==> src/rtl/fxp_divider.sv <==
// fxp_divider: iterative signed QN.Q divider, one restoring step per clock,
// with saturation and divide-by-zero handling.
//
// Ports:
//   i_clk, i_rst   clock (rising edge), asynchronous active-high reset
//   i_start        request; sampled only in IDLE
//   i_A, i_B       signed QN.Q dividend / divisor, latched with i_start
//   o_C            signed QN.Q quotient, held until the next completion
//   o_busy         high in DIV/FIN, and in DONE on the divide-by-zero path
//   o_done         one-cycle completion pulse
//   o_ovf, o_dbz   saturation / divide-by-zero flags, held with o_C
module fxp_divider #(
    parameter int N = 16,
    parameter int Q = 8
) (
    input  logic         i_clk,
    input  logic         i_rst,
    input  logic         i_start,
    input  logic [N-1:0] i_A,
    input  logic [N-1:0] i_B,
    output logic [N-1:0] o_C,
    output logic         o_busy,
    output logic         o_done,
    output logic         o_ovf,
    output logic         o_dbz
);

    localparam int NQ = N + Q;
    localparam int CW = $clog2(NQ + 1);

    localparam logic [N-1:0]  ONE  = {{(N-1){1'b0}}, 1'b1};
    localparam logic [N-1:0]  MAXP = {1'b0, {(N-1){1'b1}}};
    localparam logic [N-1:0]  MINN = {1'b1, {(N-1){1'b0}}};
    localparam logic [NQ-1:0] LIMP = NQ'(MAXP);
    localparam logic [NQ-1:0] LIMN = NQ'(MINN);

    typedef enum logic [1:0] {
        S_IDLE,
        S_DIV,
        S_FIN,
        S_DONE
    } state_t;

    state_t        state_q, state_d;
    logic [CW-1:0] cnt_q, cnt_d;
    logic [NQ-1:0] quot_q, quot_d;
    logic [N:0]    rem_q, rem_d;
    logic [N-1:0]  magb_q, magb_d;
    logic          neg_q, neg_d;
    logic [N-1:0]  c_q, c_d;
    logic          ovf_q, ovf_d;
    logic          dbz_q, dbz_d;

    logic [N-1:0]  mag_a, mag_b, qlo;
    logic [N:0]    rem_sh, rem_sub;
    logic          ge;

    // 0x8000 maps to an unsigned magnitude of 2^(N-1), which still fits N bits.
    assign mag_a = i_A[N-1] ? (~i_A + ONE) : i_A;
    assign mag_b = i_B[N-1] ? (~i_B + ONE) : i_B;

    // The quotient register starts out holding the shifted dividend; its MSB
    // feeds the remainder while quotient bits fill in from the bottom.
    assign rem_sh  = (rem_q << 1) | {{N{1'b0}}, quot_q[NQ-1]};
    assign ge      = rem_sh >= {1'b0, magb_q};
    assign rem_sub = rem_sh - {1'b0, magb_q};
    assign qlo     = quot_q[N-1:0];

    always_ff @(posedge i_clk or posedge i_rst) begin
        if (i_rst) begin
            state_q <= S_IDLE;
            cnt_q   <= '0;
            quot_q  <= '0;
            rem_q   <= '0;
            magb_q  <= '0;
            neg_q   <= 1'b0;
            c_q     <= '0;
            ovf_q   <= 1'b0;
            dbz_q   <= 1'b0;
        end else begin
            state_q <= state_d;
            cnt_q   <= cnt_d;
            quot_q  <= quot_d;
            rem_q   <= rem_d;
            magb_q  <= magb_d;
            neg_q   <= neg_d;
            c_q     <= c_d;
            ovf_q   <= ovf_d;
            dbz_q   <= dbz_d;
        end
    end

    always_comb begin
        state_d = state_q;
        cnt_d   = cnt_q;
        quot_d  = quot_q;
        rem_d   = rem_q;
        magb_d  = magb_q;
        neg_d   = neg_q;
        c_d     = c_q;
        ovf_d   = ovf_q;
        dbz_d   = dbz_q;
        unique case (state_q)
            S_IDLE: begin
                if (i_start) begin
                    neg_d  = i_A[N-1] ^ i_B[N-1];
                    magb_d = mag_b;
                    quot_d = NQ'(mag_a) << Q;
                    rem_d  = '0;
                    if (i_B == '0) begin
                        c_d     = i_A[N-1] ? MINN : MAXP;
                        ovf_d   = 1'b0;
                        dbz_d   = 1'b1;
                        state_d = S_DONE;
                    end else begin
                        cnt_d   = CW'(NQ);
                        state_d = S_DIV;
                    end
                end
            end
            S_DIV: begin
                if (ge) begin
                    rem_d  = rem_sub;
                    quot_d = {quot_q[NQ-2:0], 1'b1};
                end else begin
                    rem_d  = rem_sh;
                    quot_d = {quot_q[NQ-2:0], 1'b0};
                end
                cnt_d = cnt_q - CW'(1);
                if (cnt_q == CW'(1)) begin
                    state_d = S_FIN;
                end
            end
            S_FIN: begin
                dbz_d = 1'b0;
                ovf_d = 1'b0;
                if (!neg_q) begin
                    if (quot_q > LIMP) begin
                        c_d   = MAXP;
                        ovf_d = 1'b1;
                    end else begin
                        c_d = qlo;
                    end
                end else begin
                    // Magnitude exactly 2^(N-1) is representable as MINN.
                    if (quot_q > LIMN) begin
                        c_d   = MINN;
                        ovf_d = 1'b1;
                    end else begin
                        c_d = ~qlo + ONE;
                    end
                end
                state_d = S_DONE;
            end
            S_DONE: begin
                state_d = S_IDLE;
            end
            default: begin
                state_d = S_IDLE;
            end
        endcase
    end

    assign o_C    = c_q;
    assign o_ovf  = ovf_q;
    assign o_dbz  = dbz_q;
    assign o_done = (state_q == S_DONE);
    assign o_busy = (state_q == S_DIV) || (state_q == S_FIN) ||
                    ((state_q == S_DONE) && dbz_q);

endmodule

==> config.mk <==
export PLATFORM = sky130hd
export DESIGN_NAME = fxp_divider
export DESIGN_NICKNAME = d
export VERILOG_FILES = /design/src/rtl/fxp_divider.sv
export SDC_FILE = /design/constraint.sdc
export NUM_CORES = 1
export LEC_CHECK = 0
export CORE_MARGIN = 2
export CORE_UTILIZATION = 58
export DETAILED_ROUTE_END_ITERATION = 10
export GPL_TIMING_DRIVEN = 0
export PLACE_DENSITY = 0.81
export SKIP_CTS_REPAIR_TIMING = 1
export SYNTH_ARGS = -nofsm -noshare
export SYNTH_HDL_FRONTEND = slang
export SYNTH_SLANG_ARGS = --single-unit
==> constraint.sdc <==
create_clock -name i_clk -period 3.4 [get_ports i_clk]
set_clock_uncertainty 0.2 [all_clocks]
set_input_delay 0.68 -clock i_clk [delete_from_list [all_inputs] [get_ports i_clk]]
set_output_delay 0.68 -clock i_clk [all_outputs]
set_load 0.01 [all_outputs]
==> impl_metrics.csv, run 1 <==
group,metric,value,unit
floorplan,row_count,35,
cts,cts_buffers,9,
cts,htree_levels,3,
pwr,ir_worst_vdd,0.538,mV
cts,cts_tree,"built",
global_routing,grt_max_degree,61,
cts,clockBufferDepth,2,
floorplan,core,9330,um2
timing,setup_viol,0,
critical_path,critPathKind,"input pin to register",
logic_synthesis,synthArstFlopShare,100,%
logic_synthesis,synth_ff_type,"dfrtp_1",
pwr,p_total,6770,uW
logic_synthesis,ys_ff_latch,82,
timing,finalHoldViolations,0,
routing,drc,0,
routing,avgViaCountPerCell,6.11,
critical_path,ff2ff_setup_slack,0.33,ns
routing,vias,5357,
finish,nets,804,
finish,utilization,70.6,%
timing,report.final.slew_viol_count,0,
cts,cts-root-buf,"clkbuf_8",
status,status,"complete, no violations",
finish,layout-drive-gt1-share,5.75,%
finish,area_delta_synth_final,16.8,%
critical_path,crit_path_end_kind,"register",
flow_run,maxCapViolCount,0,
finish,mostFrequentLayoutCell,"nand2_1",
finish,final_cell_mix,"nand2_1, dfrtp_1, o21ai_0",
pwr,p_per_area,1030,nW/um2
timing,final.period_utilization,94.1,%
global_routing,grt_usage,29.7,%
floorplan,die_w,103,um
timing,slew_headroom,36.6,%
critical_path,worstPathRequired,3.44,ns
logic_synthesis,syn_area_per_cell,8.30,um2
logic_synthesis,synth-seq-area-share,36.4,%
critical_path,arrival,3.23,ns
pwr,total_leakage_power,0.00277,uW
timing,whs,0.291,ns
finish,n_antenna_cell,0,
logic_synthesis,syn_inst,679,
routing,firstDrtPassIters,5,
routing,postRouteAntennaNets,0,
global_routing,grt_pass1_wl,24300,um
critical_path,worstSetupStartpointType,"input pin",
cts,cts.sinks,82,
routing,drt_first_iter_violations,508,
logic_synthesis,syn_area,5640,um2
critical_path,crit_fanout,8,
min_path,hold_path_class,"register to register",
timing,fmax,313,MHz
placement,dpl.hpwl,11300,um
cts,insertion_delay,0.36,ns
floorplan,dieArea,10500,um2
routing,drt_wl_total,14800,um
floorplan,initial_core_util,60.4,%
cts,clk_pin_slew,0.09,ns
timing,fin_crit,3.20,ns
global_routing,grt_pass1_vias,4991,
global_routing,overflow,0,
placement,numPortBuffers,52,
routing,route.detailed.wl_per_inst,16.9,um
floorplan,io_pins,55,
logic_synthesis,synth-edff-count,0,
timing,rsz0062_at_grt,"no",
logic_synthesis,yosysWarningCount,0,
global_routing,antenna_found_initial,0,
logic_synthesis,synthDistinctLibCells,69,
timing,worst_pin_slew,0.938,ns
placement,gp_congestion,0.951,
floorplan,fp.dieH,103,um
logic_synthesis,synthesis.nets,740,
[Yosys cell counts (6+ instances only)]
cell type,count,area (um2)
a211oi_1,6,45.0
a21o_1,9,67.6
a21oi_1,36,180
a22o_1,6,52.6
a31oi_1,12,75.1
buf_2,6,30.0
clkbuf_1,27,101
dfrtp_1,82,2050
ha_1,25,313
inv_1,36,135
mux2i_1,9,90.1
nand2_1,88,330
nand2b_1,8,50.1
nand3_1,15,75.1
nor2_1,53,199
nor3_1,20,100
o211ai_1,17,128
o21ai_0,71,355
o31ai_1,9,67.6
or3_1,8,50.1
xnor2_1,14,123
xor2_1,26,228
[critical path: stages]
cell             delay (ns)
clkdlybuf4s50_1        0.48
inv_1                  0.06
ha_1                   0.20
or4b_1                 0.23
or2_1                  0.22
nor3b_2                0.10
a21oi_1                0.66
nand2_1                0.21
o31ai_1                0.26
o21ai_0                0.13
[worst paths after layout]
path	cells after the start	endpoint	start
min reg2reg	2	magb_q[7]	magb_q[7]
min	2	magb_q[7]	magb_q[7]
max	10	cnt_q[4]	i_B[1]
max reg2reg	9	cnt_q[4]	state_q[0]
min in group asynchronous	2	magb_q[2]	i_rst
max in group asynchronous	3	rem_q[7]	i_rst
[layout make-up]
cell class	instances	area (um2)
Clock buffer	11	151
Sequential cell	82	2050
Inverter	38	145
Timing Repair Buffer	53	548
Multi-Input combinational cell	518	3240
Clock inverter	5	85.1
Buffer	41	200
Fill cell	752	2740
Tap cell	129	161
[power by group]
part | leakage [uW] | switching [uW] | internal [uW]
combinational | 0.00164 | 2460 | 1660
sequential | 0.00101 | 379 | 1430
clock | 0.000116 | 383 | 458
total | 0.00277 | 3220 | 3550
[metrics by stage]
step	cells	worst slack, ns	area, um2	setup TNS, ns
final	877	0.200	6590	0
after global routing	877	0.00725	6590	0
after CTS	877	0.230	6590	0
after detailed placement	861	-0.147	6350	-1.54
after global placement	860	-0.811	6320	-66.23
after floorplan	679	0.412	5640	0
[cell families (layout without fill, tap and decap cells)]
group                    after synthesis  after routing  synth area share, %
flip-flops                            82             82                 36.4
adder cells (fa/ha/maj)               26             26                 5.90
XOR/XNOR                              40             40                 6.22
AND/OR/NAND/NOR                      231            231                 19.4
multiplexers                          10             10                 1.80
AO/OA/AOI/OAI                        211            211                 24.2
buffers and inverters                 79            148                 6.08
[sequential cells by signal (all words and copies together), names as in the netlist]
| register | cells |
|---|---|
| o_C | 16 |
| o_ovf | 1 |
| neg_q | 1 |
| magb_q | 16 |
| cnt_q | 5 |
| o_dbz | 1 |
| rem_q | 16 |
| quot_q | 24 |
| state_q | 2 |
[per-layer routing]
metal / global-route usage (%) / wire [um]
met1: 41.4 / 6620
met2: 48.5 / 6970
met3: 3.93 / 955
met4: 9.54 / 265
met5: 0 / 0
(Power assumes the default switching activity.)
==> run 2, diff against run 1 <==
--- a/config.mk
+++ b/config.mk
@@ -5,7 +5,7 @@
 export SDC_FILE = /design/constraint.sdc
 export NUM_CORES = 1
 export LEC_CHECK = 0
-export CORE_MARGIN = 2
+export CORE_MARGIN = 3
 export CORE_UTILIZATION = 58
 export DETAILED_ROUTE_END_ITERATION = 10
 export GPL_TIMING_DRIVEN = 0
==> impl_metrics.csv, run 2 (synthesized netlist as in run 1, its figures left out) <==
group,metric,value,unit
timing,finalHoldViolations,0,
finish,nets,804,
finish,seq_area,2050,um2
critical_path,cp-endpoint,"o_C[3]",
pwr,total_leakage_power,0.00276,uW
cts,htree_levels,3,
global_routing,grt_pass1_vias,5082,
cts,cts.sinks,82,
global_routing,antenna_found_initial,0,
pwr,p_sw,3240,uW
timing,final.setup.tns,0,ns
critical_path,worstSetupStartpointType,"input pin",
floorplan,dieArea,10900,um2
timing,setup_slack,0.276,ns
routing,drt_first_iter_violations,433,
pwr,sw_frac_of_total,47.8,%
cts,cts_buffers,9,
timing,worst_pin_slew,0.769,ns
placement,numPortBuffers,52,
timing,report.final.slew_viol_count,0,
cts,insertion_delay,0.36,ns
timing,rsz0062_at_grt,"no",
floorplan,core,9330,um2
finish,area_delta_synth_final,16.7,%
placement,gp_congestion,0.964,
critical_path,worstPathRequired,3.43,ns
routing,drc,0,
routing,route.detailed.wl_per_inst,17.2,um
finish,design_area,6580,um2
routing,vias,5295,
critical_path,critPathKind,"input pin to register",
routing,avgViaCountPerCell,6.04,
timing,whs,0.291,ns
timing,fin_crit,3.12,ns
placement,place_area,6350,um2
finish,n_antenna_cell,0,
finish,final_cell_mix,"nand2_1, dfrtp_1, o21ai_0",
placement,pre_cts_ws,-0.160,ns
critical_path,rr_endpoint,"rem_q[9]",
finish,multiInputGateArea,3250,um2
min_path,hold_path_class,"register to register",
finish,largest_reg_flops,24,
critical_path,crit_path_start,"i_B[0]",
cts,clk_pin_slew,0.09,ns
floorplan,io_pins,55,
finish,layout-drive-gt1-share,5.75,%
finish,mostFrequentLayoutCell,"nand2_1",
critical_path,rr_startpoint,"magb_q[1]",
critical_path,r2r_cells,11,
global_routing,overflow,0,
routing,firstDrtPassIters,7,
routing,drt_wl_total,15100,um
floorplan,fp.dieH,105,um
critical_path,arrival,3.16,ns
global_routing,grt_usage,27.8,%
placement,dpl.hpwl,11600,um
pwr,sequentialPowerShare,26.9,%
pwr,share_comb_of_total_power,61.0,%
floorplan,row_count,35,
flow_run,maxCapViolCount,0,
pwr,ir_worst_vdd,0.601,mV
global_routing,grt_pass1_wl,25000,um
timing,fmax,320,MHz
routing,postRouteAntennaNets,0,
pwr,internal_power,3540,uW
timing,slew_headroom,48.0,%
cts,clockBufferDepth,2,
critical_path,crit_path_end_kind,"register",
timing,final.period_utilization,91.9,%
pwr,p_per_area,1030,nW/um2
status,status,"complete, no violations",
cts,cts-root-buf,"clkbuf_8",
timing,setup_viol,0,
finish,fill_cells,794,
critical_path,crit_fanout,10,
pwr,clkPwrFrac,12.1,%
cts,cts_tree,"built",
global_routing,grt_max_degree,60,
finish,largest_register,"quot_q",
critical_path,ff2ff_setup_slack,0.32,ns
floorplan,initial_core_util,60.4,%
floorplan,die_w,105,um
==> run 2: cell counts in the layout (fill, tap and decap cells not counted) <==
No cell type changed its count.
==> run 2: cell type report <==
class / count / share of cell area (%)
Inverter: 38 / 2.21
Sequential cell: 82 / 31.2
Tap cell: 129 / 2.45
Buffer: 41 / 3.04
Multi-Input combinational cell: 518 / 49.3
Clock buffer: 11 / 2.15
Timing Repair Buffer: 53 / 8.33
Clock inverter: 5 / 1.29
==> run 2: power by group through the flow <==
stage                     combinational (uW)  sequential, uW  clock [uW]
after floorplan                         2920            1750           0
after global placement                  3930            1800           0
after detailed placement                4070            1820           0
after CTS                               4080            1810         827
after global routing                    4610            1870         865
final                                   4130            1820         823
==> run 2: worst min-delay path by stage <==
| stage | slack (ns) | from | cells past startpoint | endpoint |
|---|---|---|---|---|
| after floorplan | 0.25 | magb_q[10] | 2 | magb_q[10] |
| after global placement | 0.27 | magb_q[13] | 2 | magb_q[13] |
| after detailed placement | 0.28 | magb_q[13] | 2 | magb_q[13] |
| after CTS | 0.30 | magb_q[13] | 2 | magb_q[13] |
| after global routing | 0.31 | magb_q[14] | 2 | magb_q[14] |
| final | 0.29 | magb_q[13] | 2 | magb_q[13] |
==> run 2: through the flow <==
stage | std cells | total power (uW) | utilization [%]
final | 877 | 6780 | 70.5
after global routing | 877 | 7350 | 70.5
after CTS | 877 | 6720 | 70.5
after detailed placement | 861 | 5890 | 68.1
after global placement | 860 | 5730 | 67.7
after floorplan | 679 | 4670 | -
==> run 2: per-layer routing <==
layer | vias up | part of all wire (%) | track usage, %
met2 | 199 | 47 | 44.9
met4 | 0 | 2.1 | 8.90
li1 | 2561 | - | -
met1 | 2509 | 44 | 37.8
met3 | 26 | 6.5 | 5.68
met5 | - | 0 | 0
==> run 2: critical path, cell delays in order <==
cell and delay [ns]:
clkdlybuf4s50_1 0.40, inv_1 0.09, ha_1 0.20, or4b_1 0.50, or2_1 0.32, nor2_1 0.11
nand2_1 0.10, o22ai_2 0.19, and2_1 0.22, buf_2 0.23, a31oi_1 0.11
==> run 3, diff against run 2 <==
--- a/config.mk
+++ b/config.mk
@@ -10,7 +10,7 @@
 export DETAILED_ROUTE_END_ITERATION = 10
 export GPL_TIMING_DRIVEN = 0
 export PLACE_DENSITY = 0.81
-export SKIP_CTS_REPAIR_TIMING = 1
+export SLEW_MARGIN = 20
 export SYNTH_ARGS = -nofsm -noshare
 export SYNTH_HDL_FRONTEND = slang
 export SYNTH_SLANG_ARGS = --single-unit
==> results of run 3 <==
The final DEF is identical to that of run 2; final timing and power are the same.
